$ cat config.mk
export PLATFORM = sky130hd
export DESIGN_NAME = vga_timing_gen
export DESIGN_NICKNAME = d
export VERILOG_FILES = /design/src/rtl/vga_timing_gen.sv
export SDC_FILE = /design/constraint.sdc
export NUM_CORES = 1
export LEC_CHECK = 0
export CAP_MARGIN = 0
export CORE_UTILIZATION = 50
export CTS_CLUSTER_SIZE = 28
export DETAILED_ROUTE_END_ITERATION = 10
export PLACE_DENSITY_LB_ADDON = 0.08
export SETUP_SLACK_MARGIN = 0.02
export SYNTH_ARGS = -nofsm -noshare
export SYNTH_HDL_FRONTEND = slang
export SYNTH_SLANG_ARGS = --single-unit
$ cat constraint.sdc
create_clock -name clk -period 1.9 [get_ports clk]
set_input_delay 0.38 -clock clk [delete_from_list [all_inputs] [get_ports clk]]
set_output_delay 0.38 -clock clk [all_outputs]
set_load 0.1 [all_outputs]
$ cat src/rtl/vga_timing_gen.sv
// 640x480@60 VGA timing source: pixel/line counters, sync pulses, display enable,
// line/frame strobes and a frame counter, with sync/enable/strobes delayable 0..3 clocks.
module vga_timing_gen #(
  parameter int H_DISPLAY  = 640,
  parameter int H_FRONT    = 16,
  parameter int H_SYNC     = 96,
  parameter int H_BACK     = 48,
  parameter int V_DISPLAY  = 480,
  parameter int V_FRONT    = 10,
  parameter int V_SYNC     = 2,
  parameter int V_BACK     = 33,
  parameter bit HSYNC_POL  = 1'b0,
  parameter bit VSYNC_POL  = 1'b0,
  parameter int SYNC_DELAY = 1
) (
  input  logic       clk,
  input  logic       reset,
  output logic [9:0] hpos,
  output logic [9:0] vpos,
  output logic       hsync,
  output logic       vsync,
  output logic       display_on,
  output logic       line_start,
  output logic       frame_start,
  output logic       frame_end,
  output logic [7:0] frame_count
);

  localparam int H_TOTAL = H_DISPLAY + H_FRONT + H_SYNC + H_BACK;
  localparam int V_TOTAL = V_DISPLAY + V_FRONT + V_SYNC + V_BACK;

  localparam logic [9:0] H_LAST     = 10'(H_TOTAL - 1);
  localparam logic [9:0] V_LAST     = 10'(V_TOTAL - 1);
  localparam logic [9:0] H_VIS      = 10'(H_DISPLAY);
  localparam logic [9:0] V_VIS      = 10'(V_DISPLAY);
  localparam logic [9:0] HS_START   = 10'(H_DISPLAY + H_FRONT);
  localparam logic [9:0] HS_END     = 10'(H_DISPLAY + H_FRONT + H_SYNC);
  localparam logic [9:0] VS_START   = 10'(V_DISPLAY + V_FRONT);
  localparam logic [9:0] VS_END     = 10'(V_DISPLAY + V_FRONT + V_SYNC);

  generate
    if ((H_TOTAL > 1024) || (V_TOTAL > 1024) || (SYNC_DELAY < 0) || (SYNC_DELAY > 3)) begin : g_param_err
      $error("vga_timing_gen: totals must be <= 1024 and SYNC_DELAY within 0..3");
    end
  endgenerate

  // Frame counter advances on the same edge the position wraps back to (0,0).
  always_ff @(posedge clk or posedge reset) begin
    if (reset) begin
      hpos        <= '0;
      vpos        <= '0;
      frame_count <= '0;
    end else if (hpos == H_LAST) begin
      hpos <= '0;
      if (vpos == V_LAST) begin
        vpos        <= '0;
        frame_count <= frame_count + 8'd1;
      end else begin
        vpos <= vpos + 10'd1;
      end
    end else begin
      hpos <= hpos + 10'd1;
    end
  end

  // Internal decode is active-high; {hsync, vsync, display_on, line_start, frame_start, frame_end}.
  logic [5:0] raw;
  logic [5:0] dly_out;

  assign raw[5] = (hpos >= HS_START) && (hpos < HS_END);
  assign raw[4] = (vpos >= VS_START) && (vpos < VS_END);
  assign raw[3] = (hpos < H_VIS) && (vpos < V_VIS);
  assign raw[2] = (hpos == 10'd0);
  assign raw[1] = (hpos == 10'd0) && (vpos == 10'd0);
  assign raw[0] = (hpos == 10'd0) && (vpos == V_VIS);

  generate
    if (SYNC_DELAY == 0) begin : g_nodelay
      assign dly_out = raw;
    end else begin : g_delay
      logic [5:0] pipe [SYNC_DELAY];

      always_ff @(posedge clk or posedge reset) begin
        if (reset) begin
          for (int i = 0; i < SYNC_DELAY; i++) pipe[i] <= '0;
        end else begin
          pipe[0] <= raw;
          for (int i = 1; i < SYNC_DELAY; i++) pipe[i] <= pipe[i-1];
        end
      end

      assign dly_out = pipe[SYNC_DELAY-1];
    end
  endgenerate

  // Cleared pipeline stages read as inactive, so polarity is applied only here.
  assign hsync       = dly_out[5] ? HSYNC_POL : ~HSYNC_POL;
  assign vsync       = dly_out[4] ? VSYNC_POL : ~VSYNC_POL;
  assign display_on  = dly_out[3];
  assign line_start  = dly_out[2];
  assign frame_start = dly_out[1];
  assign frame_end   = dly_out[0];

endmodule

# --- Word level (Yosys, flattened, before mapping) ---
# Index checks and enable logic that the tools add are counted.
word_totals:
  mem_count: 0
  romBits: 0
  regBits: 34
  inputBits: 2
  ramBits: 0
  latchBits: 0
  out_inout_bits: 34
op_classes:
  reduce_logical: 8
  magnitude_cmp: 6
  mul: 0
  shifts: 0
  mux: 4
  n_eq_ne: 3
  add_sub_neg: 3
  div_mod_pow: 0
  n_bitwise: 0
ops:
  columns: ["cell", "n"]
  rows:
  - ["$add 10x1->10 const B", 2]
  - ["$eq 10x10->1 const B", 2]
  - ["$logic_not 10->1", 2]
  - ["$lt 10x10->1 const B", 2]
  - ["$lt 10x9->1 const B", 2]
  - ["$mux 10", 2]
  - ["$eq 10x9->1 const B", 1]
  - ["$ge 10x10->1 const B", 1]
  - ["$ge 10x9->1 const B", 1]
  - ["$add 8x1->8 const B", 1]
  - ["$logic_and 1x1->1", 5]
  - ["$mux 1", 2]
  - ["$reduce_and 2->1", 1]

# --- Longest topological paths before layout ---
depth:
  ltp_word: 2
  depth_mapped: 7
  depth_no_buf: 6

# --- Worst setup path before layout ---
# No wires, ideal clock.
synth_timing:
  path_kind: "register to register"
  startpoint: "register hpos[0]"
  endpoint: "register vpos[4]"
  path_slack_ns: -0.525
  stages_incl_launch_ff: 7
  path_buffers: 1
  t_arrival_ns: 2.299
  setup_ns: 0.126
  cell_sequence: "dfrtp_1 ha_1 and3_1 and3_1 buf_2 nand4_1 mux2_2"
synth_via:
  elab_chain_cells: 1
synth_lines:
  columns: ["element", "line", "rtl"]
  rows:
  - ["start, declared", "18", "output logic [9:0] hpos,"]
  - ["start signal, assigned", "62", "hpos <= hpos + 10'd1;"]
  - ["$eq 10x10->1", "53", "end else if (hpos == H_LAST) begin"]
  - ["end signal, assigned", "59", "vpos <= vpos + 10'd1;"]
  - ["end, declared", "19", "output logic [9:0] vpos,"]
# Every way passes these cells.
# A chain may end at the register's enable or synchronous reset.

# --- Worst setup path in the final report ---
layout_timing:
  startpoint: "register hpos[1]"
  endpoint: "register frame_count[1]"
layout_via:
  elab_chain_cells: 2
layout_lines:
  columns: ["element", "line", "rtl"]
  rows:
  - ["$eq 10x10->1", "53", null]
  - ["$reduce_and 2->1 (no line)", null, null]
  - ["end signal, assigned", "57", "frame_count <= frame_count + 8'd1;"]
  - ["end, declared", "26", "output logic [7:0] frame_count"]
# Every way passes these cells.

==> flow_summary.toml <==
[status]
outcome = "completed"

[synthesis]
synth_area_leader_cell = "dfrtp_1"
synth_enable_flop_cells = 0
ys_warn_count = 0
synth_ff_type = "dfrtp_1"
synth_common_cells = "34 x dfrtp_1, 13 x nand3_1, 10 x xnor2_1, 9 x inv_1, 9 x nor2_1"
yosys_register_bits = 34
yosysMostFrequentCell = "dfrtp_1"
ys_top_cells_by_area = "dfrtp_1 51%, xnor2_1 5.2%, ha_1 4.5%, nand3_1 3.9%, xor2_1 3.7%"
syn_inst = 151
synth_top_area_share_pct = 50.7
synth_cell_types = 39
synth-async-reset-ratio_pct = 100
avgSynthCellArea_um2 = 11.1
syn-num-nets = 159
synth_seq_area_share_pct = 50.7
synth_area_um2 = 1680

[timing]
fin_tns_setup_ps = 0
relSlewSlack_pct = 70.5
fin_skew_ps = 7.81
fin_crit_sh_pct = 92.7
rsz0062_at_grt = "false"
worst_slew_pin_slew_ps = 442
hold_violations = 0
fmax_mhz = 568
fin_crit_ps = 1760
maxSlewViolCount = 0
setup_violations = 0

[final_layout]
fin_nets = 209
num_antenna_cells = 0
drive_gt1_share_pct = 47.0
utilization_pct = 82.9
multiInputGateArea_um2 = 815
syn_to_final_growth_pct = 54.5
seq_area_um2 = 893
fill_cells = 187

[floorplanning]
dieArea_um2 = 3590
rows = 20
ios = 36
chipWidth_um = 59.9
die_h_um = 59.9
core_um2 = 3130
start_util_pct = 53.6

[power]
switchingPower_mw = 0.258
pwr-share-comb_pct = 1.5
power_frac_seq_pct = 62.1
p_int_mw = 0.905
ir_worst_vdd_mv = 0.534
switching_share_pct = 22.2
leakage_nw = 1.16
p_per_area_nw_per_um2 = 449
power_mw = 1.16
clkPwrFrac_pct = 36.4

[critical_path]
r2r-start = "hpos[1]"
cp.arrival_ps = 1980
cp_slowest_cell = "dfrtp_4"
critPathMaxStageDelay_ps = 540
required_ps = 2120
critPathCaptureType = "flip-flop"
crit_chain = "ha_4 > and3_4 > and3_2 > nand2_1 > mux2_1"
crit_path_start = "hpos[1]"
worst-path-max-fanout = 7
start_kind = "flip-flop"
critPathKind = "reg -> reg"

[detailed_routing]
wirelength_mm = 3.82
drtIter0Drc = 28
drt_first_pass_iters = 4
vias_per_cell = 5.48
avgRoutedWirePerCell_um = 15.5
ant_nets = 0
drc = 0
num_vias = 1349

[clock_tree]
cts.clk_slew.worst_paths_ps = 100
cts.htree.levels = 2
insertion_delay_ps = 340
cts_setup_buffers = 0
cts_buffer_depth = 2
numCtsBuffers = 5
clock-sinks = 34
cts_tree = "built"
cts-root-buf = "clkbuf_4"

[global_routing]
gr-usage-all-layers_pct = 24.7
antenna_found_initial = 0
grt_overflow = 0
grt_pass1_wl_mm = 6.33
first_global_vias = 1392
grt_max_degree = 35

[placed_design]
portBuffers = 35
gp_congestion = 0.890
place_hpwl_mm = 2.78

[flow_run]
cap_violations = 0

[min_path]
hp-class = "in -> async"
routing by layer:
metal	share of wire, %	wire length (µm)	global-route usage (%)	vias up
li1	-	-	-	638
met1	42	1620	30.2	677
met5	0	0	0	-
met2	53	2020	41.3	31
met4	0.71	27	12.3	0
met3	3.9	148	5.19	3
cell families after synthesis:
family,share of synthesized area (%)
DFF,50.7
adders and majority gates,4.47
and+or+nand+nor,24.7
xor gates and xnor gates,8.87
AOI/OAI and AO/OA,5.74
muxes,1.94
buffers and inverters,3.58
power by group through the flow:
stage                     combinational, mW  sequential (mW)  clock, mW
after global routing                 0.0208            0.723      0.467
final                                0.0175            0.723      0.423
after detailed placement             0.0183            0.737          0
after floorplan                      0.0106            0.737          0
after global placement               0.0180            0.737          0
after CTS                            0.0184            0.723      0.435
critical path, delay by kind of cell, from the launching register on:
kind | cells | cell delay (ps)
AND/OR/NAND/NOR | 3 | 580
multiplexers | 1 | 340
flip-flops | 1 | 540
adder cells (fa/ha/maj) | 1 | 190
per-stage QoR:
stage	worst slack [ps]	hold slack, ps	cells	cell area [µm²]
after floorplan	21.1	520	151	1770
after global placement	100	502	238	2530
after detailed placement	35.3	509	238	2530
after CTS	63.6	428	246	2590
after global routing	23.1	467	246	2590
final	138	426	246	2590
state kept, by name (all words and copies together) (netlist names):
signal and count:
dly_out 6, frame_count 8, hpos 10, vpos 10
area by class of cell:
| cell class | instances | share of cell area (%) |
|---|---|---|
| clock inverter | 1 | 0.193 |
| clock buffer | 7 | 2.12 |
| tap | 44 | 2.12 |
| multi-input combinational | 104 | 31.4 |
| sequential | 34 | 34.5 |
| timing repair buffer | 47 | 28.2 |
| inverter | 9 | 1.50 |
final timing paths:
kind / endpoint / slack (ps) / cells after the start
setup / recovery: frame_count[1] / 140 / 5
hold / removal: hpos[1] / 430 / 3
setup reg to reg: frame_count[1] / 140 / 5
hold reg to reg: frame_count[5] / 540 / 1
max in group asynchronous: vpos[2] / 1120 / 3
min in group clk: frame_count[5] / 540 / 1
what timing repair did:
action	in CTS	in global routing
hold buffers	0	0
resized for setup	1	1
endpoints found under the setup margin	1	4
layout by cell type, fill, tap and decap left out, types with 2 or more instances in the layout:
cell	synthesis	layout
inv_1	9	7
buf_12	0	30
dfrtp_4	0	5
xnor2_1	10	10
nand2_1	5	5
nand4_1	8	8
inv_4	0	2
o21ai_0	7	7
and3_2	1	2
ha_4	0	2
dfrtp_1	34	10
nand3_1	13	13
nor3_2	2	3
clkbuf_4	0	5
a21oi_1	3	3
xor2_1	7	7
nor2_1	9	9
and3_1	5	3
o21a_1	2	2
nor3_1	3	2
ha_1	6	4
dfrtp_2	0	19
nor4_4	2	2
buf_4	0	16
nor4_1	2	2
(Power assumes the default switching activity.)
